## config.mk

```make
export PLATFORM = sky130hd
export DESIGN_NAME = desc_readback_flat
export DESIGN_NICKNAME = d
export VERILOG_FILES = /design/src/rtl/desc_readback_if.sv /design/src/rtl/desc_readback.sv /design/src/flat_wrapper.sv
export SDC_FILE = /design/constraint.sdc
export NUM_CORES = 1
export LEC_CHECK = 0
export CAP_MARGIN = 20
export CORE_MARGIN = 2
export CORE_UTILIZATION = 55
export DETAILED_ROUTE_END_ITERATION = 12
export GPL_TIMING_DRIVEN = 1
export MAX_ROUTING_LAYER = met4
export PLACE_DENSITY = 0.89
export SLEW_MARGIN = 20
export SYNTH_ARGS = -nofsm -noshare
export SYNTH_HDL_FRONTEND = slang
export SYNTH_SLANG_ARGS = --single-unit
```

## constraint.sdc

```tcl
create_clock -name clk -period 4.6 [get_ports clk]
set_input_delay 0.46 -clock clk [delete_from_list [all_inputs] [get_ports clk]]
set_output_delay 0.46 -clock clk [all_outputs]
set_load 0.05 [all_outputs]
```

## src/rtl/desc_readback_if.sv

```systemverilog
// rtl/desc_readback_if.sv - host/PE-grid handshake bundle for the descriptor readback engine
interface desc_readback_if #(
  parameter int NUM_ROWS       = 16,
  parameter int NUM_COL_GROUPS = 4,
  parameter int PIX_W          = 8
);
  localparam int ROW_W    = $clog2(NUM_ROWS);
  localparam int GRP_W    = $clog2(NUM_COL_GROUPS);
  localparam int WORD_W   = 4 * PIX_W;
  localparam int PIX_IN_W = 4 * 33;

  logic                start;
  logic [ROW_W-1:0]    rd_row;
  logic [GRP_W-1:0]    rd_col_group;
  logic [PIX_IN_W-1:0] pix_in;
  logic [WORD_W-1:0]   word_out;
  logic                word_valid;
  logic                word_ready;
  logic                busy;
  logic                done;
  logic                sat_flag;

  // Readback engine side: addresses the grid and sources the word stream.
  modport master (
    input  start, pix_in, word_ready,
    output rd_row, rd_col_group, word_out, word_valid, busy, done, sat_flag
  );

  // Parent/host side: kicks the run, muxes PE fields in, sinks words.
  modport slave (
    output start, pix_in, word_ready,
    input  rd_row, rd_col_group, word_out, word_valid, busy, done, sat_flag
  );
endinterface

```

## src/rtl/desc_readback.sv

```systemverilog
// rtl/desc_readback.sv - streams the log2-domain PE descriptor back out as packed 8-bit pixels
// Optional feature macro: DESC_RB_SAT_EN (clamp out-of-range/negative fields to all-ones, sticky sat_flag).
module desc_readback #(
  parameter int NUM_ROWS       = 16,
  parameter int NUM_COL_GROUPS = 4,
  parameter int PIX_W          = 8
) (
  input logic             clk,
  input logic             rst,
  desc_readback_if.master rb_io
);
  localparam int ROW_W  = $clog2(NUM_ROWS);
  localparam int GRP_W  = $clog2(NUM_COL_GROUPS);
  localparam int WORD_W = 4 * PIX_W;
  localparam int FLD_W  = 33;
  localparam int FRAC_W = 27;
  // 1.f mantissa shifted left by up to 31 integer bits
  localparam int EXT_W  = 32 + FRAC_W;

  typedef enum logic [1:0] {
    S_IDLE  = 2'd0,
    S_FETCH = 2'd1,
    S_HOLD  = 2'd2
  } state_t;

  state_t            state_q;
  logic [ROW_W-1:0]  row_q;
  logic [GRP_W-1:0]  grp_q;
  logic [WORD_W-1:0] word_q;
  logic              valid_q;
  logic              busy_q;
  logic              done_q;
  logic              sat_q;

  logic [WORD_W-1:0] word_d;
  logic [3:0]        pix_sat;
  logic              sat_d;
  logic              last_addr;

  // Per-pixel antilog: field layout is {sign, int[4:0], frac[-1:-27]}.
  // The integer part is the exponent; shifting the 1.f mantissa left by it
  // and dropping the fraction gives (1<<e) | f[-1:-e].
  for (genvar i = 0; i < 4; i++) begin : g_pix
    logic [FLD_W-1:0]  fld;
    logic [4:0]        exp_v;
    logic [FRAC_W-1:0] frac;
    logic [EXT_W-1:0]  ext;
    logic              ovf;
    logic [PIX_W-1:0]  pix;
    logic              unused_bits;

    // pe[4g] sits in the top slice of pix_in and lands in the top byte of the word
    assign fld   = rb_io.pix_in[(3-i)*FLD_W +: FLD_W];
    assign exp_v = fld[31:27];
    assign frac  = fld[26:0];
    assign ext   = {{(EXT_W-FRAC_W-1){1'b0}}, 1'b1, frac} << exp_v;

`ifdef DESC_RB_SAT_EN
    assign ovf = fld[32] | (int'(exp_v) >= PIX_W);
`else
    assign ovf = 1'b0;
`endif

    // All-zero magnitude is the PE reset state (and also pixel value 1): reads as 0.
    // The sign bit is excluded so a stray sign alone cannot fabricate a 1.
    assign pix = ovf ? {PIX_W{1'b1}}
               : (fld[31:0] == 32'd0) ? {PIX_W{1'b0}}
               : ext[FRAC_W +: PIX_W];

    assign word_d[(3-i)*PIX_W +: PIX_W] = pix;
    assign pix_sat[i] = ovf;
    // sign bit is only consumed in the saturating build; upper/lower ext bits are discarded
    assign unused_bits = ^{fld[32], ext};
  end

  assign sat_d     = |pix_sat;
  assign last_addr = (row_q == ROW_W'(NUM_ROWS - 1)) &&
                     (grp_q == GRP_W'(NUM_COL_GROUPS - 1));

  // Control FSM: fetch/decode one column group, hold it until the sink accepts, then advance.
  always_ff @(posedge clk or posedge rst) begin
    if (rst) begin
      state_q <= S_IDLE;
      row_q   <= '0;
      grp_q   <= '0;
      word_q  <= '0;
      valid_q <= 1'b0;
      busy_q  <= 1'b0;
      done_q  <= 1'b0;
      sat_q   <= 1'b0;
    end else begin
      done_q <= 1'b0;
      case (state_q)
        S_IDLE: begin
          // start is only looked at here, so a pulse during a run is dropped
          if (rb_io.start) begin
            state_q <= S_FETCH;
            row_q   <= '0;
            grp_q   <= '0;
            busy_q  <= 1'b1;
            sat_q   <= 1'b0;
          end
        end
        S_FETCH: begin
          word_q  <= word_d;
          valid_q <= 1'b1;
          sat_q   <= sat_q | sat_d;
          state_q <= S_HOLD;
        end
        S_HOLD: begin
          if (rb_io.word_ready) begin
            valid_q <= 1'b0;
            if (last_addr) begin
              done_q  <= 1'b1;
              busy_q  <= 1'b0;
              row_q   <= '0;
              grp_q   <= '0;
              state_q <= S_IDLE;
            end else begin
              // column group is the fast index, matching the load order
              if (grp_q == GRP_W'(NUM_COL_GROUPS - 1)) begin
                grp_q <= '0;
                row_q <= row_q + ROW_W'(1);
              end else begin
                grp_q <= grp_q + GRP_W'(1);
              end
              state_q <= S_FETCH;
            end
          end
        end
        default: begin
          state_q <= S_IDLE;
        end
      endcase
    end
  end

  assign rb_io.rd_row       = row_q;
  assign rb_io.rd_col_group = grp_q;
  assign rb_io.word_out     = word_q;
  assign rb_io.word_valid   = valid_q;
  assign rb_io.busy         = busy_q;
  assign rb_io.done         = done_q;
  assign rb_io.sat_flag     = sat_q;

endmodule

```

## src/flat_wrapper.sv

```systemverilog
// flat-port wrapper written by rule: the top's interface ports become plain ports
module desc_readback_flat 
#(
  parameter int NUM_ROWS       = 16,
  parameter int NUM_COL_GROUPS = 4,
  parameter int PIX_W          = 8
)
  (clk, rst, rb_io_start, rb_io_pix_in, rb_io_word_ready, rb_io_rd_row, rb_io_rd_col_group, rb_io_word_out, rb_io_word_valid, rb_io_busy, rb_io_done, rb_io_sat_flag);
  desc_readback_if #(.NUM_ROWS(NUM_ROWS), .NUM_COL_GROUPS(NUM_COL_GROUPS), .PIX_W(PIX_W)) rb_io_i ();
  input logic clk;
  input logic rst;
  input wire logic [$bits(rb_io_i.start)-1:0] rb_io_start;
  input wire logic [$bits(rb_io_i.pix_in)-1:0] rb_io_pix_in;
  input wire logic [$bits(rb_io_i.word_ready)-1:0] rb_io_word_ready;
  output wire logic [$bits(rb_io_i.rd_row)-1:0] rb_io_rd_row;
  output wire logic [$bits(rb_io_i.rd_col_group)-1:0] rb_io_rd_col_group;
  output wire logic [$bits(rb_io_i.word_out)-1:0] rb_io_word_out;
  output wire logic [$bits(rb_io_i.word_valid)-1:0] rb_io_word_valid;
  output wire logic [$bits(rb_io_i.busy)-1:0] rb_io_busy;
  output wire logic [$bits(rb_io_i.done)-1:0] rb_io_done;
  output wire logic [$bits(rb_io_i.sat_flag)-1:0] rb_io_sat_flag;
  assign rb_io_i.start = rb_io_start;
  assign rb_io_i.pix_in = rb_io_pix_in;
  assign rb_io_i.word_ready = rb_io_word_ready;
  assign rb_io_rd_row = rb_io_i.rd_row;
  assign rb_io_rd_col_group = rb_io_i.rd_col_group;
  assign rb_io_word_out = rb_io_i.word_out;
  assign rb_io_word_valid = rb_io_i.word_valid;
  assign rb_io_busy = rb_io_i.busy;
  assign rb_io_done = rb_io_i.done;
  assign rb_io_sat_flag = rb_io_i.sat_flag;
  desc_readback #(.NUM_ROWS(NUM_ROWS), .NUM_COL_GROUPS(NUM_COL_GROUPS), .PIX_W(PIX_W)) u_core (.clk(clk), .rst(rst), .rb_io(rb_io_i));
endmodule
```

Word level (Yosys, flattened, before mapping)
Cells that the tools add are included.
{"block": "totals", "reg_bits": 43, "in_bits": 136, "output_inout_bits": 42, "elab_cells": 61}
{"block": "op_classes", "addsub": 2, "eq_ne": 8, "shifts": 4, "muxes": 27, "reduce_logical": 13}
{"operator": "left shift 28 x 5 -> 35 bit", "n": 4}
{"operator": "zero test 32 bit", "n": 4}
{"operator": "2-to-1 mux 8 bit", "n": 4}
{"operator": "2-to-1 mux 4 bit", "n": 4}
{"operator": "2-to-1 mux 2 bit", "n": 6}
{"operator": "2-to-1 mux 1 bit", "n": 8}
{"operator": "case mux 4 bit (2 select lines)", "n": 1}
{"operator": "AND reduction 4 bit", "n": 2}
{"operator": "case mux 2 bit (3 select lines)", "n": 1}
{"operator": "adder 4 x 1 -> 4 bit, second input constant", "n": 1}
{"operator": "equality test 2 bit, second input constant", "n": 2}
{"operator": "equality test 4 bit, second input constant", "n": 1}
{"operator": "inequality test 2 bit, second input constant", "n": 2}
{"operator": "case mux 1 bit (2 select lines)", "n": 2}
{"operator": "case mux 2 bit (2 select lines)", "n": 1}
{"operator": "AND reduction 2 bit", "n": 2}
{"operator": "nonzero test 2 bit", "n": 2}
{"operator": "inequality test 3 x 1 -> 1 bit, second input constant", "n": 1}
{"operator": "AND reduction 3 bit", "n": 1}
{"operator": "adder 2 x 1 -> 2 bit, second input constant", "n": 1}
{"operator": "equality test 2 x 1 -> 1 bit, second input constant", "n": 1}
{"operator": "zero test 2 bit", "n": 1}
{"operator": "inequality test 2 x 1 -> 1 bit, second input constant", "n": 1}
{"operator": "logical AND 1 bit", "n": 1}

Longest topological paths before layout
{"block": "logic_depth", "word_depth": 5, "depth_mapped": 10, "mapped_depth_nobuf": 6}

Least setup slack after synthesis
Ideal clock, no wire load.
{"block": "synth_timing", "path_type": "input to register", "start": "input port rb_io_pix_in[126]", "end": "register u_core.word_q[29], in the netlist u_core.rb_io.word_out[29]", "setup_time_ns": 0.121, "arrival_time_ns": 1.962, "t_required_ns": 4.479, "slack_ns": 2.517, "path_stages": 9, "path_buffers": 4, "cell_sequence": "buf_4 buf_6 buf_4 buf_2 mux2i_1 mux2i_1 a211oi_1 o22ai_1 a22o_1"}
{"block": "synth_via", "elab_chain_len": 2, "word_cells_on_any_way": 3, "cone_classes": "shift: 1; mux: 1; reduce/logical: 1"}
{"item": "start: declaration", "line_no": "flat_wrapper.sv:13", "source": "input wire logic [$bits(rb_io_i.pix_in)-1:0] rb_io_pix_in;"}
{"item": "left shift 28 x 5 -> 35 bit or zero test 32 bit (tied branches)", "line_no": "desc_readback.sv:56, desc_readback.sv:67"}
{"item": "2-to-1 mux 8 bit (*)", "line_no": "desc_readback.sv:67", "source": ": (fld[31:0] == 32'd0) ? {PIX_W{1'b0}}"}
{"item": "end signal: assignment", "line_no": "desc_readback.sv:105", "source": "word_q <= word_d;"}
{"item": "end: declaration", "line_no": "desc_readback.sv:29", "source": "logic [WORD_W-1:0] word_q;"}
Mark *: on every way between the ends. The rest lies on a longest branch, timed or not.
A chain may end at the register's enable or synchronous reset.

Final worst setup path
{"block": "layout_timing", "start": "input port rb_io_pix_in[94]", "end": "register u_core.word_q[18], in the netlist u_core.rb_io.word_out[18]"}
The elaborated chain is that of the path after synthesis.

==> results.txt <==
GPL Wtd Cong -> 0.994
Cts bufs inserted -> 5
Proportion of layout cells with a drive suffix above 1 -> 10.3%
Largest delay share family, worst path -> buffers and inverters
Design area -> 8550 um^2
IO Port Bufs -> 172
Met3 wire length -> 1720 um
Syn Std Cell Area -> 6790 um^2
Syn Nets -> 950
Max frequency -> 0.329 GHz
CTS H-tree lvls -> 2
Hold buffer count at cts -> 0
Initial Util -> 56.5%
CP peak stage delay -> 1.11 ns
# resized after CTS -> 0
Worst-path clk slew -> 0.06 ns
Post-synth ARST share -> 100%
Critical path arrival -> 3.17 ns
WP data required -> 4.73 ns
Post-Syn Instances -> 812
Metal2 WL -> 9610 um
CP Max Fanout -> 20
Post-CTS Setup Bufs -> 0
Vias per cell -> 6.73
WL per Instance -> 18.9 um
Worst rel slew slack -> 33.1%
Critical Path Sink Type -> flop
Area Growth Syn to Fin -> 26.0%
Nets -> 1066
Post-DP HPWL -> 15400 um
Fin. Hold Viols -> 0
Avg Cell Area, Syn -> 8.36 um^2
GRT Overall Usage -> 31.8%
EDFF count, synth -> 0
Row cnt -> 40
Worst-Skew Late Latency -> 0.28 ns
Seq/Total Area, Yosys -> 15.9%
Worst min path class -> flop to flop
Setup Skew -> 0.00752 ns
#FFs+latches synth -> 43
Final ANT Viol Nets -> 0
Maximum vdd ir drop -> 0.000173 V
Initial DRC Count -> 756
Prevailing post-synth register cell -> dfrtp_1
Post-layout min period -> 3.04 ns
Post-synth top area cell -> dfrtp_1
Setup violators final -> 0
M1 wire length -> 8600 um
Slowest-stage cell, CP -> clkdlybuf4s50_1
Setup tns final -> 0 ns
Via count -> 7244
Drt pass-1 iters -> 7
Grt total ovfl -> 0
Vias in the first global route -> 6746
Final slew viol count -> 0
P_leak -> 0.00338 uW
Kind of start point of the critical path -> input pin
WP buf/inv -> 2
Io pins -> 178
Ant. Diodes -> 0
Residual DRC -> 0
Status -> complete, no violations
Filler cells -> 930
Critical setup path kind -> input pin to flop
RSZ-0062 raised after global routing -> no
DIE AREA -> 13200 um^2
CTS tree -> built
Cells after DPL -> 1068
Max Cap Viol -> 0
Critical-path cell list -> clkdlybuf4s50_1 -> buf_4 -> mux2_2 -> nor2_1 -> a211oi_1 -> a2111oi_0 -> o41ai_1
Top post-synthesis cells by area -> dfrtp_1 (16%), mux4_2 (15%), mux2i_1 (14%)
CTS Buffer Depth -> 2
Die X-Extent -> 115 um
Top-area cell type share of the netlist area -> 15.9%
Clk sinks -> 43
WL final -> 20400 um
DP Area -> 8400 um^2
P per Cell Area -> 351 nW/um^2
Fin crit share -> 66.0%
Max Used Layer -> met4
Initial antenna violation count -> 0
Core Area -> 12000 um^2
Root buffer cell -> clkbuf_16
Final cell count without fillers -> 1076
Slew @ Worst Pin -> 1.00 ns
First-pass GRT wire length -> 33400 um
Synth unique cells -> 71
Total number of yosys warnings -> 0
Largest net degree at the start of global routing -> 44
Chip height -> 115 um
-- where the power goes --
group	switching (uW)	leakage [uW]	internal [uW]
clock network	144	0.0000741	217
logic	1200	0.00276	767
registers	125	0.000543	546
total	1470	0.00338	1530
-- layout make-up --
class / instances / area (um^2) / area share [%]
clock buffer: 7 / 143 / 1.67
sequential: 43 / 1080 / 12.6
multi-input combinational: 668 / 5240 / 61.2
timing repair buffer: 185 / 1810 / 21.2
inverter: 25 / 93.8 / 1.10
tap: 147 / 184 / 2.15
clock inverter: 1 / 8.76 / 0.102
-- cell usage after synthesis, types with 11 or more instances --
library cell,number
a211oi_1,17
a21oi_1,42
a22o_1,12
a31oi_1,14
buf_2,21
clkbuf_1,38
dfrtp_1,43
inv_1,20
mux2_1,17
mux2_2,19
mux2i_1,96
mux4_2,45
nand2_1,101
nand4_1,11
nor2_1,54
nor4_1,32
o211ai_1,18
o21ai_0,30
o21ai_1,16
-- layout by cell type, fill, tap and decap left out, types with 4 or more instances in the layout --
master | synthesis | final
nand3b_1 | 8 | 8
mux2i_1 | 96 | 96
nor2_1 | 54 | 54
dfrtp_1 | 43 | 43
nand4_1 | 11 | 11
o21ai_0 | 30 | 30
mux4_2 | 45 | 45
inv_1 | 20 | 19
o21ai_1 | 16 | 16
nor4_1 | 32 | 32
a22o_1 | 12 | 12
a22oi_1 | 5 | 5
nor3_1 | 10 | 10
a32o_1 | 4 | 4
o22ai_1 | 7 | 7
nand3_1 | 10 | 10
a31oi_1 | 14 | 14
clkdlybuf4s50_1 | 0 | 170
a21o_1 | 6 | 6
nor2b_1 | 10 | 10
mux2_1 | 17 | 17
buf_4 | 6 | 13
a21oi_1 | 42 | 42
nand2b_1 | 9 | 9
a221oi_1 | 10 | 10
clkbuf_16 | 0 | 5
a211oi_1 | 17 | 17
nand2_1 | 101 | 101
mux2_2 | 19 | 19
inv_2 | 4 | 5
o211ai_1 | 18 | 18
o31ai_1 | 4 | 4
-- kinds of logic after synthesis --
group | Yosys count | share of synthesized area [%]
AOI/OAI and AO/OA | 227 | 23.1
xor gates and xnor gates | 1 | 0.129
adders and majority gates | 2 | 0.369
buffers and inverters | 101 | 6.97
DFF | 43 | 15.9
muxes | 178 | 35.5
other | 1 | 0.0553
and+or+nand+nor | 259 | 18.1
-- through the flow --
| step | setup slack, ns | utilization [%] | total power [uW] | hold slack [ns] |
|---|---|---|---|---|
| after floorplan | 2.52 | - | 1970 | 0.567 |
| after global placement | 1.34 | 69.9 | 2600 | 0.459 |
| after detailed placement | 1.36 | 69.9 | 2640 | 0.467 |
| after CTS | 1.65 | 71.2 | 3010 | 0.481 |
| after global routing | 1.35 | 71.2 | 3180 | 0.499 |
| final | 1.56 | 71.2 | 3000 | 0.476 |
-- state kept, by name, summed over array words and instances (netlist names) --
name,count
u_core.rb_io.word_valid,1
u_core.state_q,2
u_core.rb_io.word_out,32
u_core.rb_io.busy,1
u_core.rb_io.rd_col_group,2
u_core.rb_io.rd_row,4
u_core.rb_io.done,1
-- worst paths after layout --
check / slack [ns] / endpoint / depth (start not counted) / from
max: 1.56 / u_core.rb_io.word_out[18]$_DFFE_PP0P_ / 7 / rb_io_pix_in[94]
min: 0.48 / u_core.rb_io.word_out[7]$_DFFE_PP0P_ / 1 / u_core.rb_io.word_out[7]$_DFFE_PP0P_
max reg2reg: 2.19 / u_core.rb_io.word_out[18]$_DFFE_PP0P_ / 3 / u_core.state_q[0]$_DFFE_PP0P_
min reg2reg: 0.48 / u_core.rb_io.word_out[7]$_DFFE_PP0P_ / 1 / u_core.rb_io.word_out[7]$_DFFE_PP0P_
max in group asynchronous: 3.34 / u_core.rb_io.word_out[23]$_DFFE_PP0P_ / 2 / rst
min in group asynchronous: 0.68 / u_core.rb_io.word_out[21]$_DFFE_PP0P_ / 2 / rst
-- routing by layer --
metal	GRT usage, %	vias up
met2	49.9	417
met4	9.80	0
met5	-	-
li1	-	3403
met3	4.59	47
met1	42.8	3377
-- worst reg2reg max path, stage by stage (launching register included) --
cell,delay [ns]
dfrtp_1,0.52
nor2b_1,0.75
o21ai_1,0.49
o41ai_1,0.52
No activity file was read; power rests on OpenSTA's default activity.
